`src/rtl/pipe_hazard_ctrl.sv`:
```
// rtl/pipe_hazard_ctrl.sv - pipeline stall/flush/PC-select control and mult/div sequencer
module pipe_hazard_ctrl #(
    parameter int MD_TIMEOUT = 64,
    parameter int TIMER_W    = 7
) (
    input  logic       clock_i,
    input  logic       reset_i,
    input  logic       load_use_i,
    input  logic       fd_jump_i,
    input  logic       dx_mispredict_i,
    input  logic       dx_md_op_i,
    input  logic       md_ready_i,
    output logic       stall_o,
    output logic       hold_dx_o,
    output logic       flush_fd_o,
    output logic       flush_dx_o,
    output logic [1:0] pc_sel_o,
    output logic       md_start_o,
    output logic       md_wb_o,
    output logic       md_error_o,
    output logic       mispredict_o
);

    localparam logic [1:0] MD_IDLE = 2'd0;
    localparam logic [1:0] MD_RUN  = 2'd1;
    localparam logic [1:0] MD_DONE = 2'd2;

    localparam logic [1:0] PC_SEQ  = 2'd0;
    localparam logic [1:0] PC_JUMP = 2'd1;
    localparam logic [1:0] PC_FIX  = 2'd2;

    localparam logic [TIMER_W-1:0] TIMER_LAST = TIMER_W'(MD_TIMEOUT - 1);

    logic [1:0]         state_q, state_d;
    logic [TIMER_W-1:0] timer_q, timer_d;
    logic               md_ok_q, md_ok_d;
    logic               md_error_q, md_error_d;
    logic               md_busy;

    // md_ok_q remembers whether MD_DONE was reached through md_ready, gating writeback.
    always_comb begin
        state_d    = state_q;
        timer_d    = timer_q;
        md_ok_d    = md_ok_q;
        md_error_d = 1'b0;
        case (state_q)
            MD_IDLE: begin
                if (dx_md_op_i && !dx_mispredict_i) begin
                    state_d = MD_RUN;
                    timer_d = '0;
                    md_ok_d = 1'b0;
                end
            end
            MD_RUN: begin
                if (md_ready_i) begin
                    state_d = MD_DONE;
                    md_ok_d = 1'b1;
                end else if (timer_q == TIMER_LAST) begin
                    state_d    = MD_DONE;
                    md_ok_d    = 1'b0;
                    md_error_d = 1'b1;
                end else begin
                    timer_d = timer_q + TIMER_W'(1);
                end
            end
            MD_DONE: state_d = MD_IDLE;
            default: state_d = MD_IDLE;
        endcase
    end

    always_ff @(posedge clock_i) begin
        if (reset_i) begin
            state_q    <= MD_IDLE;
            timer_q    <= '0;
            md_ok_q    <= 1'b0;
            md_error_q <= 1'b0;
        end else begin
            state_q    <= state_d;
            timer_q    <= timer_d;
            md_ok_q    <= md_ok_d;
            md_error_q <= md_error_d;
        end
    end

    assign md_busy = ((state_q == MD_IDLE) && dx_md_op_i) || (state_q == MD_RUN);

    // Mispredict outranks everything: FD holds wrong-path work, so no stall is useful.
    always_comb begin
        stall_o      = 1'b0;
        hold_dx_o    = 1'b0;
        flush_fd_o   = 1'b0;
        flush_dx_o   = 1'b0;
        pc_sel_o     = PC_SEQ;
        md_start_o   = 1'b0;
        mispredict_o = 1'b0;
        if (!reset_i) begin
            if (dx_mispredict_i) begin
                flush_fd_o   = 1'b1;
                flush_dx_o   = 1'b1;
                pc_sel_o     = PC_FIX;
                mispredict_o = 1'b1;
            end else if (md_busy) begin
                stall_o    = 1'b1;
                hold_dx_o  = 1'b1;
                md_start_o = (state_q == MD_IDLE);
            end else if ((state_q == MD_IDLE) && load_use_i) begin
                stall_o    = 1'b1;
                flush_dx_o = 1'b1;
            end else if (fd_jump_i) begin
                flush_fd_o = 1'b1;
                pc_sel_o   = PC_JUMP;
            end
        end
    end

    assign md_wb_o    = !reset_i && (state_q == MD_DONE) && md_ok_q;
    assign md_error_o = !reset_i && md_error_q;

endmodule

```
`config.mk`:
```
export PLATFORM = sky130hd
export DESIGN_NAME = pipe_hazard_ctrl
export DESIGN_NICKNAME = d
export VERILOG_FILES = /design/src/rtl/pipe_hazard_ctrl.sv
export SDC_FILE = /design/constraint.sdc
export NUM_CORES = 1
export LEC_CHECK = 0
export ABC_AREA = 0
export ABC_CLOCK_PERIOD_IN_PS = 3300
export CAP_MARGIN = 20
export CORE_MARGIN = 5
export CORE_UTILIZATION = 30
export CTS_BUF_LIST = sky130_fd_sc_hd__clkbuf_8
export CTS_CLUSTER_SIZE = 10
export DETAILED_ROUTE_END_ITERATION = 10
export GPL_TIMING_DRIVEN = 0
export PLACE_DENSITY = 0.66
export SYNTH_ARGS = -nofsm -noshare
export SYNTH_HDL_FRONTEND = slang
export SYNTH_SLANG_ARGS = --single-unit
```
`constraint.sdc`:
```
create_clock -name clock_i -period 3.3 [get_ports clock_i]
set_clock_uncertainty 0.1 [all_clocks]
set_input_delay 0.825 -clock clock_i [delete_from_list [all_inputs] [get_ports clock_i]]
set_output_delay 0.825 -clock clock_i [all_outputs]
set_load 0.005 [all_outputs]
```
==> flow_summary_export.csv <==
group,metric,value,unit
status,status,"finished clean",
finish,final_common_cell,"clkdlybuf4s50_1",
yosys,synth_seq_cells,11,
clock_network,cts_sinks,11,
detailed_routing,first_pass_iters,4,
power_and_ir_drop,pwr-share-comb,0.147,
power_and_ir_drop,seqPwrFrac,0.434,
critical_path,startpoint_type,"input port",
clock_network,ctsHoldBuffers,0,
sta,fin_crit,3.20,ns
finish,final_cell_mix,"14 x clkdlybuf4s50_1, 11 x dfxtp_1, 10 x a21oi_1",
yosys,synth.yosys.seq_area_share,0.346,
clock_network,clk_pin_slew,0.05,ns
yosys,syn_nets,89,
critical_path,critPathBufInv,2,
die,die_w,56.1,µm
power_and_ir_drop,peakVddDrop,0.231,mV
critical_path,crit_top_cell,"clkdlybuf4s50_1",
sta,max_slew_margin,0.684,
critical_path,max_stage_delay,0.54,ns
global_route,antenna_found_initial,0,
global_route,overflow,0,
detailed_routing,drt-initial-drc-count,10,
die,die_area,0.00314,mm²
sta,fmax,312,MHz
power_and_ir_drop,p_leak,0.317,nW
global_route,grt_pass1_wl,2550,µm
clock_network,clk_path_buf_depth,2,
sta,tightestPinTransition,0.470,ns
power_and_ir_drop,p_int,0.241,mW
die,dieHeight,56.1,µm
clock_network,clock_latency,0.24,ns
clock_network,h-tree-depth,1,
finish,diodes,0,
detailed_routing,routed_wl,1580,µm
place,dp.cells,123,
global_route,grt.total_usage,0.102,
die,ios,17,
detailed_routing,vias,649,
die,fp-row-count,16,
critical_path,critPathSlowestCell,"clkdlybuf4s50_1",
global_route,first_global_vias,608,
yosys,yosys.cell_types.count,31,
critical_path,critical_path.top_delay_family,"buffers and inverters",
finish,design_area,873,µm²
critical_path,worst_ep_arrival_time,2.28,ns
min_path,hold_class,"reg -> reg",
yosys,yosys.area.top_type,"dfxtp_1",
flow_run,max_cap_violations,0,
place,placed_area,821,µm²
finish,nets,109,
clock_network,post-cts-setup-buffers,0,
clock_network,cts_root_buf,"clkbuf_8",
finish,area_growth,37.1,%
critical_path,worstPathMaxFanout,5,
clock_network,cts_tree,"built",
place,place_hpwl,1110,µm
yosys,synth_area,637,µm²
power_and_ir_drop,swShare,0.241,
finish,finalNonFillerCells,127,
sta,holdWs,0.371,ns
critical_path,endpoint_kind,"output pin",
critical_path,cp.required,2.37,ns
power_and_ir_drop,pwr_density_cell,363,mW/mm²
critical_path,crit_chain,"clkdlybuf4s50_1 -> nor3_2 -> o21ai_1 -> nor3_1 -> clkdlybuf4s50_1",
yosys,synth.top_cells.by_area,"dfxtp_1 35%, a21oi_1 7.9%, nand2_1 4.1%, nor4b_4 3.7%, inv_1 2.9%",
place,numPortBuffers,15,
detailed_routing,wl_per_cell,12.4,µm
sta,hold_viol,0,
place,place_congestion,0.778,
yosys,synthCells,81,
sta,slew_viol_final,0,
sta,setup_viol,0,
critical_path,criticalPathCategory,"in -> out",
die,initial_core_util,0.318,
sta,finalCritPeriodShare,0.971,
yosys,synth_top_area_share,0.346,
detailed_routing,viasPerCell,5.11,
finish,layout-drive-gt1-share,0.0800,
yosys,synth.avg_cell_area,7.86,µm²
power_and_ir_drop,p_switching,0.0765,mW
power_and_ir_drop,power_frac_clock,0.418,
clock_network,cts_made_buffers,3,
detailed_routing,drc_errors,0,
die,design.core.area,0.00200,mm²
yosys,yosysWarnings,0,
global_route,grt_max_degree,11,
finish,utilization,0.436,
detailed_routing,postRouteAntennaNets,0,
sequential cells by signal, indices dropped and copies added (netlist names):
| register | count |
|---|---|
| timer_q | 7 |
| state_q | 2 |
| md_error_q | 1 |
| md_ok_q | 1 |
stage by stage:
step / worst slack (ns) / power [mW] / TNS, ns
3_5_place_dp: 0.0652 / 0.186 / 0
4_1_cts: 0.0618 / 0.320 / 0
3_3_place_gp: 0.0803 / 0.186 / 0
5_1_grt: -0.0103 / 0.336 / -0.0153
2_1_floorplan: 0.789 / 0.163 / 0
6_report: 0.0962 / 0.317 / 0
cells by family after synthesis:
family / share of synthesized area
simple gates: 0.373
compound gates: 0.193
flops: 0.346
buf+inv: 0.0688
fa+ha+maj: 0.0196
final timing paths:
| kind | cells after the start | endpoint | slack [ns] | start |
|---|---|---|---|---|
| worst max-delay path | 5 | pc_sel_o[0] | 0.1 | dx_md_op_i |
| worst min-delay path | 2 | timer_q[1] | 0.37 | timer_q[1] |
| worst max register to register | 6 | timer_q[2] | 1.50 | state_q[1] |
| worst min register to register | 2 | timer_q[1] | 0.37 | timer_q[1] |
routing by layer:
metal / vias to the layer above / track usage / share of wire
li1: 328 / - / -
met5: - / 0 / 0
met2: 19 / 0.170 / 0.46
met3: 5 / 0.0394 / 0.077
met1: 297 / 0.109 / 0.44
met4: 0 / 0.0610 / 0.022
synth_stat cells:
cell      count
a31o_1        1
nor2b_1       2
nor4bb_1      1
nand4_1       1
nor4_1        2
nor3_1        3
o21ai_1       2
nor2_1        5
dfxtp_1      11
o311ai_1      1
buf_2         2
and2_1        2
o21ai_0       2
clkbuf_1      2
a21oi_1      10
nand2_1       7
or2_1         2
o31ai_1       1
or4_1         2
buf_4         1
o211a_1       1
nor4b_4       1
nand2b_1      3
nand3b_1      1
inv_1         5
or3_1         2
ha_1          1
o32ai_1       2
nand3_1       2
nor4b_1       1
nor3b_1       2
repair_timing:
action	in CTS	in global routing
gates resized for setup	0	2
endpoints found under the hold margin	0	0
setup endpoints to repair	0	3
power groups by stage:
stage	clock network, mW	logic [mW]	registers, mW
floorplan	0	0.0238	0.140
global placement	0	0.0454	0.140
global route	0.147	0.0514	0.138
CTS	0.136	0.0464	0.138
finish	0.133	0.0467	0.138
detailed placement	0	0.0460	0.140
area by class of cell:
| class | count | area, µm² |
|---|---|---|
| Tap cell | 27 | 33.8 |
| Sequential cell | 11 | 220 |
| Fill cell | 212 | 1130 |
| Timing Repair Buffer | 15 | 153 |
| Buffer | 5 | 25.0 |
| Clock buffer | 3 | 41.3 |
| Clock inverter | 1 | 3.75 |
| Inverter | 5 | 18.8 |
| Multi-Input combinational cell | 60 | 378 |
worst reg2reg max path, cell delays in order, from the launching register on:
cell      delay [ns]
dfxtp_1         0.30
buf_2           0.21
nand2b_1        0.25
o32ai_1         0.13
buf_2           0.19
or4_1           0.40
a21oi_1         0.15
Note: power is estimated with default switching activity, not from simulation.
